==> config.mk <==
export PLATFORM = sky130hd
export DESIGN_NAME = proc_elem
export DESIGN_NICKNAME = d
export VERILOG_FILES = /design/src/rtl/proc_elem.sv
export SDC_FILE = /design/constraint.sdc
export NUM_CORES = 1
export LEC_CHECK = 0
export ABC_CLOCK_PERIOD_IN_PS = 6200
export CAP_MARGIN = 20
export CORE_MARGIN = 2
export CORE_UTILIZATION = 53
export DETAILED_ROUTE_END_ITERATION = 6
export GPL_TIMING_DRIVEN = 0
export HOLD_SLACK_MARGIN = 0.1
export PLACE_DENSITY_LB_ADDON = 0.25
export SETUP_SLACK_MARGIN = 0.1
export SYNTH_ARGS = -nofsm -noshare
export SYNTH_HDL_FRONTEND = slang
export SYNTH_SLANG_ARGS = --single-unit
==> constraint.sdc <==
create_clock -name clk -period 6.2 [get_ports clk]
set_clock_uncertainty 0.05 [all_clocks]
set_input_delay 0.62 -clock clk [delete_from_list [all_inputs] [get_ports clk]]
set_output_delay 0.62 -clock clk [all_outputs]
set_load 0.05 [all_outputs]
==> src/rtl/proc_elem.sv <==
// Weight-stationary MAC processing element for a systolic array.
// Holds one weight, forwards activation/sum/weight to neighbours, result registered.
module proc_elem #(
  parameter int WIDTH = 8
) (
  input  logic                 clk,
  input  logic                 reset,
  input  logic                 load,
  input  logic [WIDTH-1:0]     in_val,
  input  logic [3*WIDTH-1:0]   in_sum,
  input  logic [WIDTH-1:0]     in_weight,
  output logic [WIDTH-1:0]     out_val,
  output logic [3*WIDTH-1:0]   out_sum,
  output logic [WIDTH-1:0]     out_weight
);

  logic [WIDTH-1:0]   weight_q, weight_d;
  logic [WIDTH-1:0]   val_q, val_d;
  logic [3*WIDTH-1:0] sum_q, sum_d;
  logic [2*WIDTH-1:0] prod;
  logic [3*WIDTH-1:0] mac;

  // Operands widened first so the product keeps all 2*WIDTH bits; the add wraps.
  assign prod = {{WIDTH{1'b0}}, in_val} * {{WIDTH{1'b0}}, weight_q};
  assign mac  = in_sum + {{WIDTH{1'b0}}, prod};

  always_comb begin
    weight_d = weight_q;
    val_d    = in_val;
    sum_d    = mac;
    if (load) begin
      // Bubble on load so no MAC runs against a half-loaded array.
      weight_d = in_weight;
      val_d    = '0;
      sum_d    = '0;
    end
  end

  always_ff @(posedge clk) begin
    if (reset) begin
      weight_q <= '0;
      val_q    <= '0;
      sum_q    <= '0;
    end else begin
      weight_q <= weight_d;
      val_q    <= val_d;
      sum_q    <= sum_d;
    end
  end

  assign out_weight = weight_q;
  assign out_val    = val_q;
  assign out_sum    = sum_q;

endmodule

==> results_dict.tcl <==
set metrics [dict create \
    status "completed" \
    power.internal_mw 0.611 \
    hold_buffers 0 \
    path_max_fanout 9 \
    vias_per_cell 5.20 \
    yosysWarnings 0 \
    clockRootBuffer "clkbuf_8" \
    finalHoldViolCount 0 \
    ctsHtreeMaxLevel 2 \
    numPortBuffers 80 \
    reg2reg_depth 15 \
    finalPower_mw 1.09 \
    r2r-start "out_weight[1]" \
    crit_start "in_val[4]" \
    p_switching_mw 0.481 \
    post_cts_buffers 0 \
    num_io_pins 83 \
    clk_latency_ns 0.29 \
    critPathArrivalTime_ns 5.26 \
    cpMaxStageDelayCell "clkdlybuf4s50_1" \
    track_usage_pct 22.6 \
    cts_resized 0 \
    synthTopCellsByArea "fa_1 (25%), dfxtp_1 (20%), ha_1 (13%), inv_1 (9.3%), and2_1 (7.4%)" \
    maxSlewViolCount 0 \
    power_leakage_nw 2.46 \
    grt_pass1_wl_um 15400 \
    worstSetupStartpointType "input pin" \
    hold_class "reg2reg" \
    place_congestion 0.850 \
    worstMarginPinSlew_ns 0.659 \
    routed_wl_um 8580 \
    area_growth_pct 25.1 \
    layout.area.seq_um2 801 \
    slew_headroom_pct 55.9 \
    post_synth.cell_area_avg_um2 8.75 \
    fmax_ghz 0.196 \
    drive_above_1_share_pct 3.08 \
    wl_per_cell_um 13.2 \
    yosysSeqAreaShare_pct 19.7 \
    die_h_um 91.5 \
    netSwitchingFraction_pct 44.1 \
    synth_cell_types 42 \
    hpwlAfterDp_um 7110 \
    whs_path_depth 2 \
    async_flop_share_pct 0 \
    dieWidth_um 91.5 \
    drt_iter0_drc 88 \
    drt-pass1-iter-count 4 \
    critical_path_class "in2reg" \
    rrSetupSlack_ns 1.58 \
    combPwrFrac_pct 56.2 \
    grt_max_degree 13 \
    synth_area_mm2 0.00406 \
    synth_top_area_cell "fa_1" \
    crit_family "adder cells" \
    numClockSinks 40 \
    tritoncts "yes" \
    layout_worst_path_cycle_share_pct 82.5 \
    fin_crit_ns 5.11 \
    synth_top_area_share_pct 24.7 \
    ir_drop_uv 102 \
    worst_slack_ns 1.09 \
    path_cells "clkdlybuf4s50_1 -> and2_1 -> fa_1 -> fa_1 -> inv_1 -> fa_1 -> fa_1 -> inv_1 -> ha_1 -> a21o_1 -> a31o_2 -> o21ai_0 -> a21oi_1 -> mux2i_1" \
    ys.flop_type "dfxtp_1" \
    seq_power_share_pct 27.1 \
    whs_ns 0.617 \
    pre_cts_ws_ns 0.799 \
    fin_area_mm2 0.00508 \
    initial_core_util_pct 55.4 \
    tns_ns 0 \
    gr-total-overflow 0 \
    rows 31 \
    synth-seq-cells 40 \
    diodes 0 \
    cp.depth 14 \
    cts_buffers 5 \
    cts_max_path_buffers 2 \
    critical_path.endpoint "out_sum[22]" \
    detail_route.drc_violations 0 \
    cts.reportedPaths.clkPinSlew_ns 0.08 \
    placed_area_mm2 0.00498 \
    multi_input_area_mm2 0.00284 \
    grt_pass1_vias 3571 \
    worst-path-buf-inv 3 \
    cap_violations 0 \
    p_per_area_mw_per_mm2 215 \
    nNetsFinal 685 \
    fill_cells 602 \
    antenna_left 0 \
    via_count 3384 \
    cp_data_required_time_ns 6.35 \
    synth_nets 598 \
    p_clk_share_pct 16.7 \
    max_stage_delay_ns 0.60 \
    cp_common_cell "fa_1" \
    synth-edff-count 0 \
    cp-end-kind "flop" \
    die_area_mm2 0.00838 \
    setup_viol 0 \
    antenna_found_initial 0 \
    rsz0062_at_grt "false" \
    core_mm2 0.00733 \
    worstReg2RegEnd "out_sum[23]" \
    synth_cells 464 \
]
## cells in the mapped netlist, types with 2 or more instances
cell	number
a211oi_1	4
a21o_1	5
a21oi_1	16
a31o_2	2
a41oi_1	2
and2_1	48
and3_1	3
buf_2	2
clkbuf_1	8
dfxtp_1	40
fa_1	50
ha_1	41
inv_1	101
mux2i_1	12
nand2_1	40
nand2b_1	3
nand3_1	5
nand4_1	2
nor2_1	20
nor2b_1	3
nor3_1	6
nor3b_1	3
o211a_1	2
o21a_1	5
o21ai_0	15
o21ai_1	2
or3_1	5
xor2_1	5
## area by class of cell
class	count	area share [%]
inverter	101	7.47
buffer	11	0.862
sequential	40	15.8
timing repair buffer	80	15.8
clock buffer	6	1.63
multi-input combinational	312	55.9
clock inverter	2	0.197
tap	99	2.44
## worst min-delay path by stage
stage	start	slack [ns]	end
floorplan	in_val[0]	0.69	out_val[0]
global placement	out_weight[7]	0.58	out_weight[7]
detailed placement	out_weight[6]	0.58	out_weight[6]
CTS	out_weight[6]	0.62	out_weight[6]
global route	out_weight[7]	0.64	out_weight[7]
finish	out_weight[5]	0.62	out_weight[5]
## flip-flops by register name, summed over array words and instances (netlist names)
signal      count
out_sum        24
out_val         8
out_weight      8
## stage by stage
step	utilization (%)	std cells
6_report	69.3	651
3_3_place_gp	68.0	643
5_1_grt	69.3	651
2_1_floorplan	-	464
3_5_place_dp	68.0	643
4_1_cts	69.3	651
## placed cells by master, fill, tap and decap left out, types with 6 or more instances in the layout
cell             instances
fa_1                    50
inv_1                  101
a21oi_1                 16
nand2_1                 40
mux2i_1                 12
nor2_1                  20
nor3_1                   6
clkbuf_1                 8
clkbuf_8                 6
ha_1                    41
clkdlybuf4s50_1         80
o21ai_0                 15
dfxtp_1                 40
and2_1                  48
## kinds of logic (layout without fill, tap and decap cells)
family | Yosys count | in the layout | synth area share, %
AOI/OAI and AO/OA | 62 | 62 | 10.4
buffers and inverters | 112 | 200 | 10.4
and+or+nand+nor | 141 | 141 | 17.9
xor gates and xnor gates | 6 | 6 | 1.29
adders and majority gates | 91 | 91 | 37.3
DFF | 40 | 40 | 19.7
muxes | 12 | 12 | 2.96
## per-layer routing
metal	wire length [um]	vias up	share of wire [%]	global-route usage (%)
met1	3540	1636	41	27.1
met4	215	0	2.5	7.20
li1	-	1630	-	-
met5	0	-	0	0
met3	482	21	5.6	3.15
met2	4340	97	51	41.4
## worst min-delay path: stages (launching register included)
cell	delay, ns
dfxtp_1	0.41
mux2i_1	0.17
nor2_1	0.05
## power by group through the flow
stage / clock network (mW) / logic, mW / registers, mW
detailed placement: 0 / 0.614 / 0.301
finish: 0.182 / 0.613 / 0.296
global placement: 0 / 0.601 / 0.301
CTS: 0.186 / 0.618 / 0.296
floorplan: 0 / 0.353 / 0.392
global route: 0.198 / 0.691 / 0.299
(Power assumes the default switching activity.)
